File: src/rtl/pkt_readout_ctrl_if.sv
// Bus between the packet readout sequencer and its peers (packet register,
// SPI byte buffer, SPI slave, status).
interface pkt_readout_ctrl_if #(
  parameter int BL_W = 4
);
  logic            pkt_rec;
  logic            cs;
  logic            byte_ack;
  logic            ovr_clr;
  logic            pkt_flg;
  logic            shift_en;
  logic            byte_flg;
  logic            irq;
  logic            done;
  logic            aborted;
  logic            overrun;
  logic [BL_W-1:0] bytes_left;
  logic [1:0]      state_dbg;

  modport master (
    input  pkt_rec, cs, byte_ack, ovr_clr,
    output pkt_flg, shift_en, byte_flg, irq, done, aborted, overrun,
           bytes_left, state_dbg
  );

  modport slave (
    output pkt_rec, cs, byte_ack, ovr_clr,
    input  pkt_flg, shift_en, byte_flg, irq, done, aborted, overrun,
           bytes_left, state_dbg
  );
endinterface

File: src/rtl/pkt_readout_ctrl.sv
// Receive-path sequencer: loads the packet register, shifts it out a byte at a
// time into the SPI byte buffer and hands each byte to the SPI slave.
module pkt_readout_ctrl #(
  parameter int PKT_BITS  = 64,
  parameter int BYTE_BITS = 8
) (
  input logic               clk,
  input logic               rst,
  pkt_readout_ctrl_if.master bus
);
  localparam int NBYTES = PKT_BITS / BYTE_BITS;
  localparam int BL_W   = $clog2(NBYTES) + 1;
  localparam int BIT_W  = $clog2(BYTE_BITS);

  typedef enum logic [1:0] {
    IDLE  = 2'd0,
    LOAD  = 2'd1,
    SHIFT = 2'd2,
    HOLD  = 2'd3
  } state_t;

  state_t           state_q, state_d;
  logic [BIT_W-1:0] bit_cnt_q;
  logic [BL_W-1:0]  bytes_left_q;
  logic             cs_q;
  logic             done_q, aborted_q, overrun_q;

  logic ack, cs_rise, abort, last_ack, byte_end, ovr_set;

  // Handshake: byte_flg is the valid, held high in HOLD until the slave
  // returns byte_ack while cs is low; that cycle is the transfer.
  always_comb begin
    ack      = (state_q == HOLD) && bus.byte_ack && !bus.cs;
    last_ack = ack && (bytes_left_q == BL_W'(1));
    cs_rise  = bus.cs && !cs_q;
    abort    = ((state_q == SHIFT) || (state_q == HOLD)) && cs_rise &&
               (bytes_left_q < BL_W'(NBYTES));
    byte_end = (state_q == SHIFT) && (bit_cnt_q == BIT_W'(BYTE_BITS - 1));
    // A strobe landing on the final ack is taken as the next packet.
    ovr_set  = bus.pkt_rec && (state_q != IDLE) && !last_ack;
  end

  always_ff @(posedge clk) begin
    if (rst) state_q <= IDLE;
    else     state_q <= state_d;
  end

  always_comb begin
    state_d = state_q;
    case (state_q)
      IDLE:  if (bus.pkt_rec) state_d = LOAD;
      LOAD:  state_d = SHIFT;
      SHIFT: begin
        if (abort)         state_d = IDLE;
        else if (byte_end) state_d = HOLD;
      end
      HOLD: begin
        if (abort)         state_d = IDLE;
        else if (last_ack) state_d = bus.pkt_rec ? LOAD : IDLE;
        else if (ack)      state_d = SHIFT;
      end
      default: state_d = IDLE;
    endcase
  end

  always_comb begin
    bus.pkt_flg   = 1'b0;
    bus.shift_en  = 1'b0;
    bus.byte_flg  = 1'b0;
    bus.irq       = 1'b0;
    case (state_q)
      LOAD:  begin bus.pkt_flg  = 1'b1; bus.irq = 1'b1; end
      SHIFT: begin bus.shift_en = 1'b1; bus.irq = 1'b1; end
      HOLD:  begin bus.byte_flg = 1'b1; bus.irq = 1'b1; end
      default: ;
    endcase
    bus.done       = done_q;
    bus.aborted    = aborted_q;
    bus.overrun    = overrun_q;
    bus.bytes_left = bytes_left_q;
    bus.state_dbg  = state_q;
  end

  always_ff @(posedge clk) begin
    if (rst) begin
      bit_cnt_q    <= '0;
      bytes_left_q <= '0;
      cs_q         <= 1'b1;
      done_q       <= 1'b0;
      aborted_q    <= 1'b0;
      overrun_q    <= 1'b0;
    end else begin
      cs_q      <= bus.cs;
      done_q    <= last_ack;
      aborted_q <= abort;
      if (ovr_set)          overrun_q <= 1'b1;
      else if (bus.ovr_clr) overrun_q <= 1'b0;

      if (state_q == LOAD)  bit_cnt_q <= '0;
      else if (byte_end)    bit_cnt_q <= '0;
      else if (state_q == SHIFT) bit_cnt_q <= bit_cnt_q + BIT_W'(1);

      if (state_q == LOAD) bytes_left_q <= BL_W'(NBYTES);
      else if (ack)        bytes_left_q <= bytes_left_q - BL_W'(1);

      // An abandoned packet leaves the counters as if never started.
      if (abort) begin
        bit_cnt_q    <= '0;
        bytes_left_q <= '0;
      end
    end
  end
endmodule

File: src/flat_wrapper.sv
// flat-port wrapper written by rule: the top's interface ports become plain ports
module pkt_readout_ctrl_flat 
#(
  parameter int PKT_BITS  = 64,
  parameter int BYTE_BITS = 8
)
  (clk, rst, bus_pkt_rec, bus_cs, bus_byte_ack, bus_ovr_clr, bus_pkt_flg, bus_shift_en, bus_byte_flg, bus_irq, bus_done, bus_aborted, bus_overrun, bus_bytes_left, bus_state_dbg);
  pkt_readout_ctrl_if #(.BL_W(4)) bus_i ();
  input logic clk;
  input logic rst;
  input wire logic [$bits(bus_i.pkt_rec)-1:0] bus_pkt_rec;
  input wire logic [$bits(bus_i.cs)-1:0] bus_cs;
  input wire logic [$bits(bus_i.byte_ack)-1:0] bus_byte_ack;
  input wire logic [$bits(bus_i.ovr_clr)-1:0] bus_ovr_clr;
  output wire logic [$bits(bus_i.pkt_flg)-1:0] bus_pkt_flg;
  output wire logic [$bits(bus_i.shift_en)-1:0] bus_shift_en;
  output wire logic [$bits(bus_i.byte_flg)-1:0] bus_byte_flg;
  output wire logic [$bits(bus_i.irq)-1:0] bus_irq;
  output wire logic [$bits(bus_i.done)-1:0] bus_done;
  output wire logic [$bits(bus_i.aborted)-1:0] bus_aborted;
  output wire logic [$bits(bus_i.overrun)-1:0] bus_overrun;
  output wire logic [$bits(bus_i.bytes_left)-1:0] bus_bytes_left;
  output wire logic [$bits(bus_i.state_dbg)-1:0] bus_state_dbg;
  assign bus_i.pkt_rec = bus_pkt_rec;
  assign bus_i.cs = bus_cs;
  assign bus_i.byte_ack = bus_byte_ack;
  assign bus_i.ovr_clr = bus_ovr_clr;
  assign bus_pkt_flg = bus_i.pkt_flg;
  assign bus_shift_en = bus_i.shift_en;
  assign bus_byte_flg = bus_i.byte_flg;
  assign bus_irq = bus_i.irq;
  assign bus_done = bus_i.done;
  assign bus_aborted = bus_i.aborted;
  assign bus_overrun = bus_i.overrun;
  assign bus_bytes_left = bus_i.bytes_left;
  assign bus_state_dbg = bus_i.state_dbg;
  pkt_readout_ctrl #(.PKT_BITS(PKT_BITS), .BYTE_BITS(BYTE_BITS)) u_core (.clk(clk), .rst(rst), .bus(bus_i));
endmodule
File: config.mk
export PLATFORM = sky130hd
export DESIGN_NAME = pkt_readout_ctrl_flat
export DESIGN_NICKNAME = d
export VERILOG_FILES = /design/src/rtl/pkt_readout_ctrl_if.sv /design/src/rtl/pkt_readout_ctrl.sv /design/src/flat_wrapper.sv
export SDC_FILE = /design/constraint.sdc
export NUM_CORES = 1
export LEC_CHECK = 0
export ABC_AREA = 1
export CORE_MARGIN = 3
export CORE_UTILIZATION = 40
export CTS_CLUSTER_SIZE = 16
export DETAILED_ROUTE_END_ITERATION = 16
export PLACE_DENSITY = 0.73
export SLEW_MARGIN = 15
export SYNTH_ARGS = -nofsm -noshare
export SYNTH_HDL_FRONTEND = slang
export SYNTH_SLANG_ARGS = --single-unit
File: constraint.sdc
create_clock -name clk -period 1.1 [get_ports clk]
set_input_delay 0.165 -clock clk [delete_from_list [all_inputs] [get_ports clk]]
set_output_delay 0.165 -clock clk [all_outputs]
set_load 0.005 [all_outputs]
==> impl_metrics.yaml, run 1 <==
outcome:
  status: "finished with violations"
  failed_checks: "negative setup slack"
cells_and_area:
  areaGrowthSynthToFinish_pct: 94.0
  design_area_sq_um: 1300
  layout-drive-gt1-share_pct: 55.0
  nNetsFinal: 162
  antennaDiodeCount: 0
  multiInputGateArea_sq_um: 477
  register_area_sq_um: 277
  nFillCells: 92
  final_cell_count_no_fill: 167
floorplan:
  core_area_sq_um: 1540
  die_h_um: 46.9
  num_rows: 14
  ios: 19
  die-area_sq_um: 2200
  initial_utilization_pct: 43.5
  die_w_um: 46.9
timing:
  holdWs_ps: 486
  fin_skew_ps: 3.34
  fin_crit_ps: 1310
  tightestPinTransition_ps: 181
  hold_viol: 0
  maxSlewHeadroom_pct: 87.9
  final-max-slew-violation-count: 0
  fin_crit_sh_pct: 119
  rsz0062_at_grt: "true"
  setup_viol: 15
  worst_slack_ps: -209
  fmax_mhz: 764
placement:
  io_buffers: 18
  dp_hpwl_um: 1330
  dp_cells: 149
  dp_slack_ps: -323
  gp_congestion: 0.850
  placed_area_sq_um: 1000
drt:
  via_count: 815
  drt_iter0_drc: 20
  route.detailed.drc: 0
  ant_nets: 0
  vias_per_cell: 4.88
  wire_per_inst_um: 14.9
  firstDrtPassIters: 5
  wirelength_um: 2480
critical_path:
  critical-path-slowest-cell: "dfxtp_4"
  critPathMaxFanout: 4
  crit_chain: "buf_6 > nand2_4 > buf_6 > nor2_4 > nand3_2 > nor2_1 > nor2_1 > nor2_2"
  crit_type: "reg -> reg"
  cp-start-kind: "flip-flop"
  path_delay_family: "simple AND/OR/NAND/NOR gates"
  arrival_ps: 1520
  cp-end-kind: "flip-flop"
  cpPeakStageDelay_ps: 380
  crit_buf_inv: 2
  worstPathRequired_ps: 1310
clocking:
  clock_latency_ps: 280
  h-tree-depth: 1
  cts_tree: "done"
  cts_buffers: 3
  clock_sinks: 13
  ctsHoldBuffers: 0
  clk_path_buf_depth: 2
  root_buffer: "clkbuf_4"
  clk_pin_slew_ps: 90
grt:
  track_usage_pct: 23.3
  grt_pass1_wl_um: 3570
  grt_max_degree: 8
  antenna_found_initial: 0
  grt_pass1_vias: 827
  grt_overflow: 0
yosys:
  synth_largest_area_cell: "dfxtp_1"
  seq_area_frac_synth_pct: 38.8
  syn_area_sq_um: 671
  syn-instance-count: 99
  yosysMostFrequentCell: "nand2_1"
  synthArstFlopShare_pct: 0
  synth_area_leaders: "dfxtp_1 39%, nand2_1 13%, inv_1 11%"
  ys_top_cells_by_count: "24 x nand2_1, 20 x inv_1, 13 x dfxtp_1, 13 x nor2_1, 10 x nand3_1"
  synth_nets: 109
  syn_avg_cell_area_sq_um: 6.77
  ys_ff_latch: 13
  ys.flop_type: "dfxtp_1"
  ys_types: 18
  yosysTopAreaCellShare_pct: 38.8
  synth_edf_count: 0
  ys.warnings.count: 0
power:
  ir_drop_mv: 1.29
  leakagePower_nw: 0.648
  p_per_area_nw_per_um2: 1600
  power.total_mw: 2.08
flow_run:
  drv_cap: 0
hold_path:
  hold_path_class: "reg -> reg"
placed cells by master, fill, tap and decap left out, types with 4 or more instances in the layout:
cell type        instances
dfxtp_1                  4
buf_6                   11
clkdlybuf4s50_1          5
nand3_1                  4
nor2_1                   7
nor2_2                   4
nand2_1                 20
inv_2                    5
buf_4                   22
inv_1                   14
dfxtp_2                  7
nand3_2                  6
dlygate4sd2_1            7
flip-flops by register name, indices dropped and copies added, names as in the netlist:
name	count
u_core.bus.bytes_left	4
u_core.cs_q	1
u_core.bit_cnt_q	3
u_core.bus.aborted	1
u_core.bus.done	1
u_core.bus.overrun	1
u_core.bus.state_dbg	2
per-stage QoR:
stage	util, %	setup TNS (ps)
after global placement	65.0	-2930
final	84.4	-1560
after detailed placement	65.0	-3420
after floorplan	-	-33.3
after CTS	80.8	-700
after global routing	84.4	-2370
routing by layer:
| metal | global-route usage (%) | part of all wire [%] |
|---|---|---|
| met4 | 7.73 | 2.6 |
| met2 | 43.6 | 54 |
| met3 | 6.13 | 4.6 |
| met5 | 0 | 0 |
| met1 | 24.9 | 38 |
path summary, 6_finish.rpt:
kind                                               from                      end  slack, ps  cells after the start
worst max-delay path            u_core.bus.state_dbg[1]  u_core.bus.state_dbg[0]       -210                      8
worst min-delay path                 u_core.bus.overrun       u_core.bus.overrun        490                      2
worst max register to register  u_core.bus.state_dbg[1]  u_core.bus.state_dbg[0]       -210                      8
worst min register to register       u_core.bus.overrun       u_core.bus.overrun        490                      2
worst min-delay path, stage by stage, from the launching register on:
cell and delay, ps:
dfxtp_2 330, nand2_1 60, a21oi_1 60
power by group:
group	total, mW	internal (mW)	switching (mW)
Clock	0.310	0.141	0.169
Combinational	1.17	0.617	0.551
Sequential	0.604	0.545	0.0593
Total	2.08	1.30	0.780
repair_timing:
item / 4_1_cts / 5_1_grt
hold endpoints to repair: 0 / 0
setup buffers: 13 / 3
endpoints found under the setup margin: 23 / 17
pin swaps: 13 / 8
gates resized for setup: 74 / 17
layout make-up:
type	instances	share of cell area [%]
well taps	16	1.54
repair buffers	48	31.9
multi-input cells	65	36.6
clock buffers	4	2.02
inverters	21	6.63
flip-flops and latches	13	21.2
cells by family after synthesis:
group	after synthesis	synth area share, %
compound gates	8	6.90
fa+ha+maj	4	7.46
buf+inv	21	11.8
flops	13	38.8
simple gates	53	35.1
Note: power is estimated with default switching activity, not from simulation.
==> inputs of run 2 (changes only) <==
CORE_UTILIZATION = 45   (was 40)
PLACE_DENSITY = 0.77   (was 0.73)
clock period = 1.3 ns   (was 1.1 ns; I/O delays follow)
==> run 2 against run 1 <==
The run now ends clean. Setup slack improved by 230 ps. Via count down 9.8%. First-iteration DRC count is 5.0% lower. Sequential cell count unchanged. Utilization is 7.9 points lower. Non-clock buffer count fell by 18. Die area decreased by 9.7%. Total power fell by 36%. Critical path type unchanged. Largest power group unchanged.
==> impl_metrics.yaml, run 2 (synthesized netlist as in run 1, its figures left out) <==
outcome:
  status: "finished clean"
drt:
  firstDrtPassIters: 4
  drt_iter0_drc: 19
  wirelength_um: 1880
  ant_nets: 0
  via_count: 735
  route.detailed.drc: 0
  vias_per_cell: 4.97
  wire_per_inst_um: 12.7
clocking:
  root_buffer: "clkbuf_4"
  cts_buffers: 3
  clock_latency_ps: 280
  clk_pin_slew_ps: 80
  cts_tree: "done"
  clk_path_buf_depth: 2
  ctsHoldBuffers: 0
  h-tree-depth: 1
  clock_sinks: 13
grt:
  grt_pass1_vias: 710
  grt_max_degree: 8
  track_usage_pct: 19.5
  grt_overflow: 0
  grt_pass1_wl_um: 2800
  antenna_found_initial: 0
cells_and_area:
  final_cell_mix: "23 x nand2_1, 18 x inv_1, 12 x buf_4"
  areaGrowthSynthToFinish_pct: 54.1
  mostFrequentLayoutCell: "nand2_1"
  antennaDiodeCount: 0
  nNetsFinal: 144
  utilization_pct: 76.6
  layout-drive-gt1-share_pct: 28.6
  largest_reg_flops: 4
  nFillCells: 112
critical_path:
  worstPathRequired_ps: 1480
  crit_top_cell: "nand2_1"
  arrival_ps: 1460
  r2r_cells: 10
  path_delay_family: "simple AND/OR/NAND/NOR gates"
  crit_type: "reg -> reg"
  crit_buf_inv: 1
  ff2ff_setup_slack_ps: 20
  cp-end-kind: "flip-flop"
  cp-start-kind: "flip-flop"
  crit_cells: 10
  critical-path-slowest-cell: "dfxtp_2"
  critPathMaxFanout: 2
  crit_chain: "ha_4 > ha_2 > inv_2 > nand3_2 > nand2_1 > nand2_1 > nand2_1 > nand2_1 > nand2_1 > nor2_1"
  cpPeakStageDelay_ps: 350
timing:
  fin_crit_sh_pct: 98.5
  fmax_mhz: 781
  tightestPinTransition_ps: 193
  fin_skew_ps: 3.73
  setup_viol: 0
  fin_crit_ps: 1280
  hold_viol: 0
  holdWs_ps: 507
  final-max-slew-violation-count: 0
  rsz0062_at_grt: "true"
  maxSlewHeadroom_pct: 87.1
hold_path:
  hold_path_depth: 2
  hold_path_class: "reg -> reg"
power:
  leakagePower_nw: 0.538
  power.total_mw: 1.33
  p_per_area_nw_per_um2: 1280
  ir_drop_mv: 0.789
placement:
  io_buffers: 18
  gp_congestion: 0.813
  dp_hpwl_um: 1270
floorplan:
  die_w_um: 44.6
  num_rows: 13
  initial_utilization_pct: 49.7
  ios: 19
  core_area_sq_um: 1350
  die_h_um: 44.6
  die-area_sq_um: 1990
flow_run:
  drv_cap: 0
==> run 2: cell count changes in the layout (fill, tap and decap cells not counted), moves of 3 or more <==
cell             previous run  this run
buf_6                      11         0
nand2_1                    20        23
nor2_1                      7        11
inv_1                      14        18
buf_4                      22        12
nand3_1                     4         7
nor2_2                      4         1
clkdlybuf4s15_1             0         3
buf_2                       3         0
==> run 2: layer usage <==
metal	vias to the layer above	track usage (%)	routed length [um]
met1	341	20.3	750
met3	3	4.07	73
met5	-	0	0
met4	0	11.4	32
li1	376	-	-
met2	15	35.2	1020
==> run 2: path summary, 6_finish.rpt <==
kind                                                end                 from
worst max-delay path            u_core.bus.state_dbg[0]  u_core.bit_cnt_q[1]
worst min-delay path                 u_core.bus.overrun   u_core.bus.overrun
worst max register to register  u_core.bus.state_dbg[0]  u_core.bit_cnt_q[1]
worst min register to register       u_core.bus.overrun   u_core.bus.overrun
==> run 2: report_power, final <==
part / internal (mW) / total [mW] / switching, mW
combinational: 0.266 / 0.550 / 0.284
clock: 0.119 / 0.256 / 0.137
sequential: 0.463 / 0.520 / 0.0575
==> run 2: area by class of cell <==
cell class | instances | area [sq um] | share of cell area, %
clock buffer | 4 | 26.3 | 2.54
inverter | 21 | 78.8 | 7.63
multi-input combinational | 65 | 374 | 36.2
sequential | 13 | 278 | 26.9
tap | 15 | 18.8 | 1.82
timing repair buffer | 30 | 258 | 24.9
==> run 2: repair_timing <==
| action | 4_1_cts | 5_1_grt |
|---|---|---|
| setup buffers | 4 | 0 |
| hold endpoints to repair | 0 | 0 |
| pin swaps | 0 | 6 |
| resized for setup | 24 | 17 |
| endpoints found under the setup margin | 14 | 10 |
==> run 2: worst reg2reg max path, cell delays in order, from the launching register on <==
cell	delay (ps)
dfxtp_2	350
ha_4	160
ha_2	160
inv_2	60
nand3_2	70
nand2_1	60
nand2_1	70
nand2_1	90
nand2_1	60
nand2_1	70
nor2_1	40
==> run 2: per-stage QoR <==
stage	instance area, sq um	cells	worst slack (ps)	setup TNS (ps)
2_1_floorplan	671	99	93.7	0
3_3_place_gp	930	140	-64.6	-353
3_5_place_dp	930	140	-125	-642
4_1_cts	997	148	-6.52	-6.52
5_1_grt	1030	148	-31.3	-83.3
6_report	1030	148	19.9	0
==> inputs of run 3 (changes only) <==
CAP_MARGIN = 20   (was unset)
CTS_CLUSTER_SIZE = 10   (was 16)
==> results of run 3 <==
Same layout as run 2: the final DEF is identical, and so are final timing and power.
